## src/rtl/regfile_pkg.sv

```systemverilog
// Shared FSM encoding and constants for the parameterised register file.
package regfile_pkg;

  typedef enum logic [1:0] {
    INIT = 2'd0,
    IDLE = 2'd1,
    DUMP = 2'd2
  } state_e;

  localparam int unsigned ZERO_REG = 0;

endpackage

```

## src/rtl/regfile_bypass.sv

```systemverilog
// Per-port read mux: forced zero, hardwired register 0, write-through bypass.
module regfile_bypass
  import regfile_pkg::*;
#(
  parameter int unsigned DW = 32,
  parameter int unsigned AW = 5
) (
  input  logic          force_zero,
  input  logic [AW-1:0] rr,
  input  logic [DW-1:0] stored,
  input  logic          we,
  input  logic [AW-1:0] wr,
  input  logic [DW-1:0] wd,
  output logic [DW-1:0] rd
);

  always_comb begin
    rd = stored;
    if (force_zero || rr == AW'(ZERO_REG)) begin
      rd = '0;
    end else if (we && wr != AW'(ZERO_REG) && wr == rr) begin
      rd = wd;
    end
  end

endmodule

```

## src/rtl/regfile_param.sv

```systemverilog
// Register file with power-up zeroing sweep, bypassed reads, an observation
// port and a ready/valid stream that dumps every register in index order.
module regfile_param
  import regfile_pkg::*;
#(
  parameter int unsigned DW      = 32,
  parameter int unsigned AW      = 5,
  parameter int unsigned OBS_IDX = 1
) (
  input  logic          clk,
  input  logic          clr_n,
  input  logic [AW-1:0] rr1,
  input  logic [AW-1:0] rr2,
  output logic [DW-1:0] rd1,
  output logic [DW-1:0] rd2,
  input  logic [AW-1:0] wr,
  input  logic [DW-1:0] wd,
  input  logic          reg_write,
  output logic [DW-1:0] obs_data,
  output logic          busy,
  input  logic          dump_req,
  output logic          dump_valid,
  input  logic          dump_ready,
  output logic [AW-1:0] dump_idx,
  output logic [DW-1:0] dump_data
);

  localparam int unsigned   NREG     = 2 ** AW;
  localparam logic [AW-1:0] LAST     = '1;
  localparam logic [AW-1:0] OBS_ADDR = AW'(OBS_IDX);

  logic [DW-1:0] mem [NREG];

  state_e        state_q, state_d;
  logic [AW-1:0] sweep_q, sweep_d;
  logic [AW-1:0] didx_q, didx_d;
  logic          we_eff;

  assign busy       = (state_q == INIT);
  assign dump_valid = (state_q == DUMP);
  assign dump_idx   = didx_q;
  assign we_eff     = reg_write & ~busy;

  always_ff @(posedge clk or negedge clr_n) begin
    if (!clr_n) begin
      state_q <= INIT;
      sweep_q <= AW'(1);
      didx_q  <= '0;
    end else begin
      state_q <= state_d;
      sweep_q <= sweep_d;
      didx_q  <= didx_d;
    end
  end

  always_comb begin
    state_d = state_q;
    sweep_d = sweep_q;
    didx_d  = didx_q;
    case (state_q)
      INIT: begin
        sweep_d = sweep_q + AW'(1);
        if (sweep_q == LAST) state_d = IDLE;
      end
      IDLE: begin
        if (dump_req) begin
          state_d = DUMP;
          didx_d  = '0;
        end
      end
      DUMP: begin
        if (dump_ready) begin
          if (didx_q == LAST) state_d = IDLE;
          else                didx_d  = didx_q + AW'(1);
        end
      end
      default: state_d = INIT;
    endcase
  end

  // The sweep owns the write port while busy; register 0 is never stored.
  always_ff @(posedge clk) begin
    if (busy) begin
      mem[sweep_q] <= '0;
    end else if (reg_write && wr != AW'(ZERO_REG)) begin
      mem[wr] <= wd;
    end
  end

  regfile_bypass #(.DW(DW), .AW(AW)) u_rd1 (
    .force_zero (busy),
    .rr         (rr1),
    .stored     (mem[rr1]),
    .we         (we_eff),
    .wr         (wr),
    .wd         (wd),
    .rd         (rd1)
  );

  regfile_bypass #(.DW(DW), .AW(AW)) u_rd2 (
    .force_zero (busy),
    .rr         (rr2),
    .stored     (mem[rr2]),
    .we         (we_eff),
    .wr         (wr),
    .wd         (wd),
    .rd         (rd2)
  );

  regfile_bypass #(.DW(DW), .AW(AW)) u_obs (
    .force_zero (busy),
    .rr         (OBS_ADDR),
    .stored     (mem[OBS_ADDR]),
    .we         (we_eff),
    .wr         (wr),
    .wd         (wd),
    .rd         (obs_data)
  );

  // Dump data is zero outside DUMP, which also covers the reset value.
  regfile_bypass #(.DW(DW), .AW(AW)) u_dump (
    .force_zero (state_q != DUMP),
    .rr         (didx_q),
    .stored     (mem[didx_q]),
    .we         (we_eff),
    .wr         (wr),
    .wd         (wd),
    .rd         (dump_data)
  );

endmodule

```

## config.mk

```make
export PLATFORM = sky130hd
export DESIGN_NAME = regfile_param
export DESIGN_NICKNAME = d
export VERILOG_FILES = /design/src/rtl/regfile_pkg.sv /design/src/rtl/regfile_bypass.sv /design/src/rtl/regfile_param.sv
export SDC_FILE = /design/constraint.sdc
export NUM_CORES = 2
export LEC_CHECK = 0
export ABC_CLOCK_PERIOD_IN_PS = 5700
export BUFFER_PORTS_ARGS = -buffer_cell sky130_fd_sc_hd__buf_4
export CORE_MARGIN = 1.5
export CORE_UTILIZATION = 63
export DETAILED_ROUTE_END_ITERATION = 16
export GPL_ROUTABILITY_DRIVEN = 0
export PLACE_DENSITY = 0.81
export SLEW_MARGIN = 20
export SYNTH_ARGS = -nofsm -noshare
export SYNTH_HDL_FRONTEND = slang
export SYNTH_HIERARCHICAL = 1
export SYNTH_SLANG_ARGS = --single-unit
```

## constraint.sdc

```tcl
create_clock -name clk -period 5.7 [get_ports clk]
set_input_delay 0.57 -clock clk [delete_from_list [all_inputs] [get_ports clk]]
set_output_delay 0.57 -clock clk [all_outputs]
set_load 0.01 [all_outputs]
```

After elaboration in Yosys (flattened, before gate mapping)

Memory sizes are Yosys's and may differ from the RTL's.
Index checks and enable logic that the tools add are counted.

Bits of input ports: 52
Memory bits (writable): 1024
Flip-flop bits (word level): 12
Memories: 1
Output and inout port bits: 135

Memories:

| name | words | width | rd ports | clocked after memory_dff | wr ports | line                | text |
|---|---|---|---|---|---|---|---|
| mem  | 32    | 32    | 4        | 0                        | 1        | regfile_param.sv:32 | `logic [DW-1:0] mem [NREG];` |

Mux-type cells: 25
Equal/unequal tests: 14
Add/subtract/negate cells: 2
Bitwise logic cells: 2
Reduce and logical (&&, ||, !) cells: 18

Operator list:

| kind                  | number |
|---|---|
| $mux W32              | 9 |
| $reduce_or A32 Y1     | 1 |
| $mux W5               | 4 |
| $eq A5 B5 Y1          | 3 |
| $logic_not A5 Y1      | 3 |
| $add A5 B1 Y5 const B | 2 |
| $eq A5 B5 Y1 const B  | 2 |
| $pmux W5 S2           | 1 |
| $mux W2               | 4 |
| $reduce_and A4 Y1     | 2 |
| $logic_and A1 B1 Y1   | 6 |
| $mux W1               | 6 |
| $ne A2 B1 Y1 const B  | 3 |
| $ne A2 B2 Y1 const B  | 3 |
| $pmux W2 S3           | 1 |
| $eq A5 B1 Y1 const B  | 1 |
| $reduce_bool A5 Y1    | 1 |
| $logic_or A1 B1 Y1    | 3 |
| $eq A2 B1 Y1 const B  | 1 |
| $eq A2 B2 Y1 const B  | 1 |
| $logic_not A2 Y1      | 1 |
| $reduce_bool A2 Y1    | 1 |
| $and A1 B1 Y1         | 1 |
| $not A1 Y1            | 1 |

Depth between registers and ports, before layout

Word-level depth: 7
Depth in mapped cells: 10
Mapped depth without buffers: 7

Cells and area by module

Netlist, hierarchy kept.

By module, submodules not included:

| module         | times used | area an instance (sq um) | cells each | seq. area each (sq um) |
|---|---|---|---|---|
| regfile_param  | 1          | 54881.4                  | 2889       | 31051.0 |
| regfile_bypass | 4          | 725.7                    | 118        | 0.0 |

Worst setup path after synthesis

No wires, ideal clock.

Path kind: input port to flip-flop
Start point: input port wr[2]
End point: memory mem[28][0], enable pin
Path slack: 1333 ps
Arrival time: 3896 ps
Cell stages on the path: 6
Cells stage by stage: buf_2 > nor4_2 > a21o_2 > buf_6 > nand3_1 > a21boi_0

Word-level cells in the longest chain between the ends: 7

RTL lines:

| element                                      | line                | text |
|---|---|---|
| start: declaration                           | regfile_param.sv:16 | `input logic [AW-1:0] wr,` |
| $reduce_bool A5 Y1                           | regfile_param.sv:85 | `end else if (reg_write && wr != AW'(ZERO_REG)) begin` |
| $logic_and A1 B1 Y1                          | regfile_param.sv:85 |  |
| $mux W1                                      | regfile_param.sv:85 |  |
| $mux W1                                      | regfile_param.sv:83 | `if (busy) begin` |
| $mux W1 (not written as such)                | regfile_param.sv:86 | `mem[wr] <= wd;` |
| $reduce_or A32 Y1 (no line)                  | n/a                 |  |
| $mux W5 (no line) or $mux W1 (tied branches) | n/a                 |  |
| end: declaration                             | regfile_param.sv:32 |  |

Several ways; a longest one is shown, not always the timed one.

Worst setup path in the final report

Start point: register didx_q[1] (netlist: dump_idx[1])
End point: output port dump_data[29]

Word-level cells in the longest chain between the ends: 4

RTL lines:

| element                                                                 | line                 | text |
|---|---|---|
| start: declaration                                                      | regfile_param.sv:36  | `logic [AW-1:0] didx_q, didx_d;` |
| start signal: assignment                                                | regfile_param.sv:52  | `didx_q <= didx_d;` |
| parallel branches: the longest is 3 deep, another holds $mem_v2 Z32 W32 | n/a                  |  |
| $mux W32 *                                                              | regfile_bypass.sv:19 | `if (force_zero \|\| rr == AW'(ZERO_REG)) begin` |
| end: declaration                                                        | regfile_param.sv:25  | `output logic [DW-1:0] dump_data` |

Every way passes the cells marked *.

==> metrics.yaml <==
layout:
  finalNonFillerCells: 4759
  nNetsFinal: 3537
  fill_cells: 5239
  area_growth_pct: 10.7
  drive_above_1_share_pct: 34.9
  final_area_mm2: 0.0640
drt:
  routed_wirelength_um: 202000
  firstDrtPassIters: 6
  num_vias: 41000
  drt-initial-drc-count: 8351
  drc: 0
  final_antenna_net_count: 0
  via_per_inst: 8.62
  wire_per_inst_um: 42.5
timing:
  fin_crit_ns: 5.23
  fin_skew_ns: 0.0278
  hold_viol_final: 0
  fin_setup_tns_ns: 0
  fmax_mhz: 191
  setup-violations-final: 0
  slew_violations: 0
  tightest_slew_ns: 1.29
  rsz0062_at_grt: "no"
  fin_crit_sh_pct: 91.8
  max_slew_margin_pct: 14.0
synth:
  synth-edff-count: 1024
  async_flop_share_pct: 1.16
  syn_inst: 3361
  ys_seq_area_share_pct: 53.7
  synthesis.area_mm2: 0.0578
  syn_area_per_cell_um2: 17.2
  netlist-cell-type-count: 63
  synth_top_flop_cell: "edfxtp_1"
  yosys_warnings: 6
  synth-seq-cells: 1036
critical_path:
  critPathKind: "reg -> out"
  timing.critical_path.mode_cell: "buf_4"
  critPathLaunchType: "flop"
  endpoint_kind: "output port"
  worstPathMaxFanout: 48
  slowest_stage: "dfrtp_4"
  slowest_delay_ns: 1.11
  worstPathArrival_ns: 4.66
  path_cells: "buf_4, nand3b_1, buf_4, o221ai_1, a21oi_1, a22oi_1, nand2_1, mux2i_1, buf_4"
  cp.required_ns: 5.13
  rrSetupSlack_ns: 1.96
global_route:
  grt_max_degree: 92
  grt_use_met1_pct: 52.8
  grt_pass1_wl_um: 288000
  top_usage_layer: "met2"
  grt-ovfl-total: 0
  grt_usage_pct: 43.5
  antenna_found_initial: 4
  met2_usage_pct: 64.5
  met3_usage_pct: 17.8
  grt_pass1_vias: 41100
power:
  irDropWorstVdd_mv: 0.261
  leakagePower_nw: 20.6
  p_per_area_mw_per_mm2: 374
floorplanning:
  fp-row-count: 110
  dieArea_mm2: 0.0935
  die_h_um: 306
  initial_core_util_pct: 63.9
  ios: 187
  core_mm2: 0.0904
  die_w_um: 306
placement:
  port_buffers: 186
  placed_cells: 4547
  hpwl_um: 115000
  place_area_mm2: 0.0602
clock_tree:
  tritoncts: "done"
  cts_buffers: 105
  htree_levels: 3
  cts_setup_buffers: 0
  clk_pin_slew_ns: 0.06
  clkLatencyLatePin_ns: 0.71
  cts_sinks: 1036
  clockBufferDepth: 3
  cts_root_buffer: "clkbuf_16"
job:
  maxCapViolations: 0
run_status:
  status: "finished, final reports clean"
min_path:
  hp-class: "in -> reg"
-- final cells by class --
type | instances | area (µm²) | share of cell area, %
sequential | 1036 | 31100 | 48.5
inverter | 10 | 37.5 | 0.0587
clock buffer | 121 | 2730 | 4.27
clock inverter | 75 | 966 | 1.51
timing repair buffer | 318 | 2740 | 4.27
multi-input combinational | 2010 | 25000 | 39.0
antenna | 13 | 32.5 | 0.0508
tap | 1176 | 1470 | 2.30
-- where the power goes --
part | switching (mW) | total [mW] | internal [mW] | leakage (nW)
Sequential | 0.638 | 9.77 | 9.14 | 9.67
Combinational | 3.94 | 6.68 | 2.74 | 9.16
Clock | 3.10 | 7.49 | 4.40 | 1.78
Total | 7.68 | 24.0 | 16.3 | 20.6
-- layer usage --
metal  part of all wire (%)  wire length [µm]
met3                     18             35800
met5                  0.018                36
met4                    8.8             17700
met2                     44             89600
met1                     29             58900
-- worst paths after layout --
path,start,end,depth (start not counted)
max in group asynchronous,clr_n,sweep_q[0],2
setup reg to reg,state_q[1],mem[20][13],6
hold / removal,dump_ready,state_q[0],3
hold reg to reg,sweep_q[1],sweep_q[1],1
setup / recovery,dump_idx[1],dump_data[29],9
min in group asynchronous,clr_n,dump_idx[3],2
-- flip-flops by register name, indices dropped and copies added (netlist names) --
| register | flops |
|---|---|
| dump_idx | 5 |
| mem | 1024 |
| sweep_q | 5 |
| state_q | 2 |
-- cells by family after synthesis --
logic type	Yosys count	synth area share (%)
compound gates	524	6.22
xor+xnor	21	0.318
fa+ha+maj	4	0.0866
buf+inv	324	3.72
flops	1036	53.7
mux	967	32.0
other cells	2	0.0130
simple gates	483	3.88
-- through the flow --
stage	util (%)	setup WS (ns)	total power, mW	hold slack (ns)
after floorplan	-	1.33	13.9	0.274
after global placement	66.5	1.63	16.0	0.415
after detailed placement	66.6	1.59	16.2	0.420
after CTS	70.7	0.849	23.6	0.169
after global routing	70.7	0.656	24.3	0.181
final	70.8	0.468	24.0	0.175
-- cells in the mapped netlist (63+ instances only) --
cell      instances  share of area (%)
nand2_1         277                1.8
buf_2           101               0.87
a21oi_1          73               0.63
mux2i_1         261                4.5
a22oi_1          97                1.3
o221ai_1         63               0.95
clkbuf_1        108               0.70
edfxtp_1       1024                 53
buf_6            74                1.4
o22ai_1         257                2.8
nor4_1           64               0.69
mux4_2          696                 27
-- critical path, delay by kind of cell, from the launching register on --
family | cells | cell delay, ns
compound gates | 3 | 0.55
buf+inv | 3 | 1.59
flops | 1 | 1.11
mux | 1 | 0.22
simple gates | 2 | 0.31
-- what timing repair did --
action,in CTS,in global routing
hold buffers,1,0
gates resized for setup,0,0
hold endpoints to repair,12,0
-- cells in the final DEF, fill, tap and decap left out, types with 9 or more instances in the layout --
cell type,instances
clkinv_1,23
bufinv_16,21
o22ai_1,257
diode_2,13
mux4_2,696
xnor2_1,19
nor2_1,19
nor2_4,13
clkinv_2,11
mux2i_1,261
a22oi_1,97
nor3_1,10
nand2_1,274
and2_1,32
nor4_1,64
clkbuf_16,107
o221ai_1,63
buf_12,22
buf_4,289
a21oi_4,9
edfxtp_1,1024
clkbuf_1,14
a21oi_1,68
conb_1,11
nand3_1,13
No activity file was read; power rests on OpenSTA's default activity.
